<file path="src/rtl/cond_logic.sv">
// Condition-check stage of the single-cycle ARM datapath: holds NZCV,
// evaluates Instr[31:28] against it and gates the decoder's write strobes.
module cond_logic #(
   parameter logic [3:0] RESET_FLAGS = 4'b0000
) (
   input  logic       clk,
   input  logic       reset,
   input  logic [3:0] Cond,
   input  logic [3:0] ALUFlags,
   input  logic [1:0] FlagW,
   input  logic       PCS,
   input  logic       RegW,
   input  logic       MemW,
   input  logic       NoWrite,
   output logic       PCSrc,
   output logic       RegWrite,
   output logic       MemWrite,
   output logic       CondEx,
   output logic [3:0] Flags
);

   logic [3:0] flags_reg;
   logic [3:0] flags_next;
   logic       n, z, c, v;
   logic       cond_ex;

   assign {n, z, c, v} = flags_reg;

   // Decoded from the stored flags only, so an instruction never sees its own update.
   always_comb begin
      cond_ex = 1'b0;
      case (Cond)
         4'h0: cond_ex = z;
         4'h1: cond_ex = ~z;
         4'h2: cond_ex = c;
         4'h3: cond_ex = ~c;
         4'h4: cond_ex = n;
         4'h5: cond_ex = ~n;
         4'h6: cond_ex = v;
         4'h7: cond_ex = ~v;
         4'h8: cond_ex = c & ~z;
         4'h9: cond_ex = ~c | z;
         4'hA: cond_ex = (n == v);
         4'hB: cond_ex = (n != v);
         4'hC: cond_ex = ~z & (n == v);
         4'hD: cond_ex = z | (n != v);
         4'hE: cond_ex = 1'b1;
         default: cond_ex = 1'b0;
      endcase
   end

   // N,Z and C,V are separately enabled so logical ops can leave C,V intact.
   always_comb begin
      flags_next = flags_reg;
      if (FlagW[1] && cond_ex) flags_next[3:2] = ALUFlags[3:2];
      if (FlagW[0] && cond_ex) flags_next[1:0] = ALUFlags[1:0];
   end

   always_ff @(posedge clk or posedge reset) begin
      if (reset) flags_reg <= RESET_FLAGS;
      else       flags_reg <= flags_next;
   end

   assign CondEx   = cond_ex;
   assign Flags    = flags_reg;
   assign PCSrc    = PCS & cond_ex;
   assign RegWrite = RegW & cond_ex & ~NoWrite;
   assign MemWrite = MemW & cond_ex;

endmodule

</file>
<file path="config.mk">
export PLATFORM = sky130hd
export DESIGN_NAME = cond_logic
export DESIGN_NICKNAME = d
export VERILOG_FILES = /design/src/rtl/cond_logic.sv
export SDC_FILE = /design/constraint.sdc
export NUM_CORES = 1
export LEC_CHECK = 0
export BUFFER_PORTS_ARGS = -buffer_cell sky130_fd_sc_hd__buf_2
export CAP_MARGIN = 20
export CORE_AREA = 4 4 41 43
export CTS_BUF_LIST = sky130_fd_sc_hd__clkbuf_8
export DETAILED_ROUTE_END_ITERATION = 7
export DIE_AREA = 0 0 45 47
export GPL_TIMING_DRIVEN = 0
export PLACE_DENSITY_LB_ADDON = 0.3
export SLEW_MARGIN = 5
export SYNTH_ARGS = -nofsm -noshare
export SYNTH_HDL_FRONTEND = slang
export SYNTH_SLANG_ARGS = --single-unit
</file>
<file path="constraint.sdc">
create_clock -name clk -period 3 [get_ports clk]
set_input_delay 0 -clock clk [delete_from_list [all_inputs] [get_ports clk]]
set_output_delay 0 -clock clk [all_outputs]
set_load 0.01 [all_outputs]
</file>
After elaboration in Yosys (flattened, before gate mapping)
Cells that the tools add are included.
{"block": "op_classes", "n_addsub": 0, "shift": 0, "div_mod_pow": 0, "n_mul": 0, "eq_ne": 16, "reduce_logical": 3, "mux": 1, "bitwise_logic": 13, "magnitude_cmp": 0}
{"cell": "$eq A4 B4 Y1 const B", "count": 7}
{"cell": "$eq A4 B3 Y1 const B", "count": 4}
{"cell": "$pmux W1 S15", "count": 1}
{"cell": "$eq A4 B2 Y1 const B", "count": 2}
{"cell": "$and A1 B1 Y1", "count": 6}
{"cell": "$not A1 Y1", "count": 5}
{"cell": "$eq A4 B1 Y1 const B", "count": 1}
{"cell": "$logic_not A4 Y1", "count": 1}
{"cell": "$logic_and A1 B1 Y1", "count": 2}
{"cell": "$or A1 B1 Y1", "count": 2}
{"cell": "$eq A1 B1 Y1", "count": 1}
{"cell": "$ne A1 B1 Y1", "count": 1}
{"block": "totals", "out_inout_bits": 8, "latch_bits": 0, "in_bits": 16, "register_bits": 4, "romBits": 0, "mem_count": 0, "mem_bits_rw": 0, "elab_cells": 35}

Longest topological paths before layout
{"block": "logic_depth", "ltp_word": 5, "depth_mapped": 6, "ltp_nobuf": 5}

Worst setup path before layout
No wires, ideal clock.
{"block": "synth_timing", "kind": "flip-flop to flip-flop", "start": "register flags_reg[3] (netlist: Flags[3])", "end": "register flags_reg[0] (netlist: Flags[0])", "period_less_slack_ps": 1915, "arrival_time_ps": 1788, "path_slack_ps": 1085, "setup_ps": 128, "stages_incl_launch_ff": 7, "required_ps": 2872, "path_buffers": 1, "path_cell_list": "dfrtp_1 -> buf_2 -> and3b_1 -> o211a_1 -> o31a_1 -> o31ai_2 -> mux2_1"}
{"block": "synth_between", "elab_chain_cells": 4, "elab_cells_between_ends": 7, "cone_classes": "eq/ne (2); mux (1); bitwise (3); reduce/logical (1)"}
{"item": "start, declared", "line_no": "22", "text": "logic [3:0] flags_reg;"}
{"item": "start signal, assigned", "line_no": "61", "text": "else flags_reg <= flags_next;"}
{"item": "$ne A1 B1 Y1 / $eq A1 B1 Y1 (equally long branches)"}
{"item": "$or A1 B1 Y1 / $and A1 B1 Y1 (equally long branches)", "line_no": "46, 45"}
{"item": "$pmux W1 S15 (*)", "line_no": "32", "text": "case (Cond)"}
{"item": "$logic_and A1 B1 Y1 (*)", "line_no": "56", "text": "if (FlagW[0] && cond_ex) flags_next[1:0] = ALUFlags[1:0];"}
Every way passes the cells marked *; elsewhere a longest branch is shown, timed or not.
A chain may end at the register's enable or synchronous reset.

Worst setup path in the final report
{"block": "layout_timing", "start": "register flags_reg[3] (netlist: Flags[3])", "end": "output RegWrite"}
{"block": "layout_between", "elab_chain_cells": 5, "elab_cells_between_ends": 8, "cone_classes": "eq/ne (2); mux (1); bitwise (5)"}
{"item": "$ne A1 B1 Y1 / $eq A1 B1 Y1 (equally long branches)"}
{"item": "$or A1 B1 Y1 / $and A1 B1 Y1 (equally long branches)", "line_no": "46, 45"}
{"item": "$pmux W1 S15 (*)", "line_no": "32"}
{"item": "$and A1 B1 Y1 (*) (2 in a row)", "line_no": "67", "text": "assign RegWrite = RegW & cond_ex & ~NoWrite;"}
{"item": "end, declared", "line_no": "16", "text": "output logic RegWrite,"}
Marks and branches as above.

==> flow_summary.toml <==
[outcome]
run_status = "completed"

[critical_path]
worstPathCellList = "buf_2 > and3b_1 > o211a_1 > o31a_1 > nor3_1 > nor3b_1 > buf_2"
cp_max_fo = 8
critPathMaxStageDelay_ps = 420
critPathCaptureType = "output port"
timing.setup.critical_path_class = "flop to output port"
startpoint_type = "flop"
critical_path_arrival_ps = 2080
timing.critical_path.slowest_stage_cell = "sky130_fd_sc_hd__nor3_1"
critPathMostFrequentCell = "sky130_fd_sc_hd__buf_2"
beginning_of_the_worst_register_to_register_path = "Flags[3]"
required_ps = 3000
crit_path_start = "Flags[3]"

[grt]
grt_overflow_total = 0
grt_antenna_before_repair = 0
wire_length_of_the_first_global_routing_pass_um = 2170
grt_pass1_vias = 514
largest_net_degree_at_the_start_of_global_routing = 11
grt_usage_pct = 14.6

[cts]
clock_insertion_delay_worst_skew_ps = 220
max_h_tree_level = 1
clockRootBuffer = "sky130_fd_sc_hd__clkbuf_8"
clock_sinks = 4
holdBufCountCts = 5
clock_path_buffers = 2
clk_pin_slew_worst_paths_ps = 30
cts_post_setup_buffers_inserted = 0
cts.repair.resized = 0
cts_made_buffers = 3
tritoncts = "built"

[cells_and_area]
num_antenna_cells = 0
final_cell_mix = "sky130_fd_sc_hd__buf_2 (25), sky130_fd_sc_hd__dlygate4sd3_1 (5)"
largest_reg_flops = 4
post_route_cells_drive_above_1_share_pct = 39.0
layout.nets = 100
final-instance-count-excl-fill = 97
syn2layout_area_growth_pct = 47.8
layout_commonest_cell = "sky130_fd_sc_hd__buf_2"

[placed_design]
numPortBuffers = 22
gp_congestion = 0.789
hpwl_um = 842
placedCellCount = 89

[floorplanning]
placementRows = 13
chipHeight_um = 47
initial_core_util_pct = 35.4
floorplan.die_area_mm2 = 0.00212
coreArea_mm2 = 0.00130
floorplan.die.width_um = 45
io-pin-count = 24

[sta]
post-route-min-period_ps = 2080
worstMarginPinSlew_ps = 464
grt_setup_unrepaired = "false"
hold_viol = 0
drv_slew = 0
setup_tns_ps = 0
worst_clock_skew_ps = 4.59
max_freq_ghz = 0.480
timing.final.crit_share_pct = 69.4
max-slew-margin-rel_pct = 68.8
setup_viol_count_final = 0

[power]
power.density_cell_area_mw_per_mm2 = 684
vdd.ir_drop.worst_mv = 0.495
cellLeakagePower_uw = 0.000345
totalPowerFinal_uw = 466

[logic_synthesis]
synth_sequential_area_ratio_pct = 21.7
syn_inst = 52
yosysWarnings = 0
netlist_area_um2 = 460
ys_dominant_reg_cell = "sky130_fd_sc_hd__dfrtp_1"
synth_area_per_cell_um2 = 8.85
syn_nets = 68
synth_seq_cells = 4
yosysUniqueCellTypes = 29
number_of_synthesized_flops_with_an_enable_pin = 0
async_reset_ff_share_pct = 100

[routing]
detail_route.iter0.violations = 7
dr.max_layer_used = "met4"
detail_route.wirelength.met1_um = 523
drcViolationCount = 0
wl_cell_um = 12.4
viasPerCell = 5.24
drt-pass1-iter-count = 4
totalWireLength_um = 1200
antenna_violating_nets_post_route = 0
via_count = 508
detailroute.wirelength.met3_um = 101
detailroute.wirelength.met2_um = 529

[hold_path]
hold_path.startpoint = "FlagW[0]"
holdCritPathClass = "primary input to flop"

[flow_run]
drv_cap = 0
critical path, delay by kind of cell (launching register included):
kind,cells,cell delay (ps)
flops,1,360
simple gates,3,690
compound gates,2,480
buf+inv,2,320
kinds of logic (layout without fill, tap and decap cells):
kind of cell,count (synthesis),after routing,share of synthesized area (%)
and+or+nand+nor,21,21,30.7
DFF,4,4,21.7
AOI/OAI and AO/OA,10,10,20.4
muxes,7,7,16.3
xor gates and xnor gates,1,1,1.90
buffers and inverters,9,39,8.97
where the power goes:
group	total, µW	internal (µW)	switching, µW
clock network	117	85.8	31.0
registers	116	82.0	33.9
logic	233	116	117
synth_stat cells, types with 2 or more instances:
cell type / n / area (µm²)
sky130_fd_sc_hd__nor2b_1: 4 / 25.0
sky130_fd_sc_hd__dfrtp_1: 4 / 100
sky130_fd_sc_hd__and4b_1: 3 / 30.0
sky130_fd_sc_hd__nor3_1: 2 / 10.0
sky130_fd_sc_hd__inv_1: 4 / 15.0
sky130_fd_sc_hd__mux2i_1: 3 / 30.0
sky130_fd_sc_hd__o31ai_2: 2 / 25.0
sky130_fd_sc_hd__mux2_1: 4 / 45.0
sky130_fd_sc_hd__nor3b_1: 2 / 15.0
sky130_fd_sc_hd__buf_2: 3 / 15.0
sky130_fd_sc_hd__nor2_1: 3 / 11.3
routing by layer:
metal  GRT usage [%]  vias up
met3            5.75        5
li1                -      254
met4            11.1        0
met1            17.8      223
met2            20.6       26
met5               0        -
final timing paths:
check                           slack (ps)  cells after the start  endpoint
worst min register to register         580                      1  Flags[1]
max in group asynchronous             2630                      3  Flags[1]
min in group asynchronous              210                      3  Flags[3]
worst max-delay path                   920                      7  RegWrite
worst min-delay path                   110                      3  Flags[0]
worst max register to register        1030                      6  Flags[2]
stage by stage:
stage / cell area (µm²) / worst slack [ps] / utilization, % / hold WS [ps]
6_report: 681 / 919 / 52.3 / 113
5_1_grt: 681 / 749 / 52.3 / 135
4_1_cts: 681 / 915 / 52.3 / 116
3_5_place_dp: 589 / 1030 / 45.3 / -106
3_3_place_gp: 589 / 1060 / 45.3 / -113
2_1_floorplan: 460 / 1080 / - / -234
final cells by class:
| cell class | instances | area, µm² |
|---|---|---|
| Timing Repair Buffer | 27 | 160 |
| Clock buffer | 3 | 41.3 |
| Sequential cell | 4 | 100 |
| Multi-Input combinational cell | 39 | 319 |
| Fill cell | 127 | 621 |
| Tap cell | 15 | 18.8 |
| Inverter | 4 | 15.0 |
| Buffer | 5 | 26.3 |
Power figures use the tool's default switching activity.
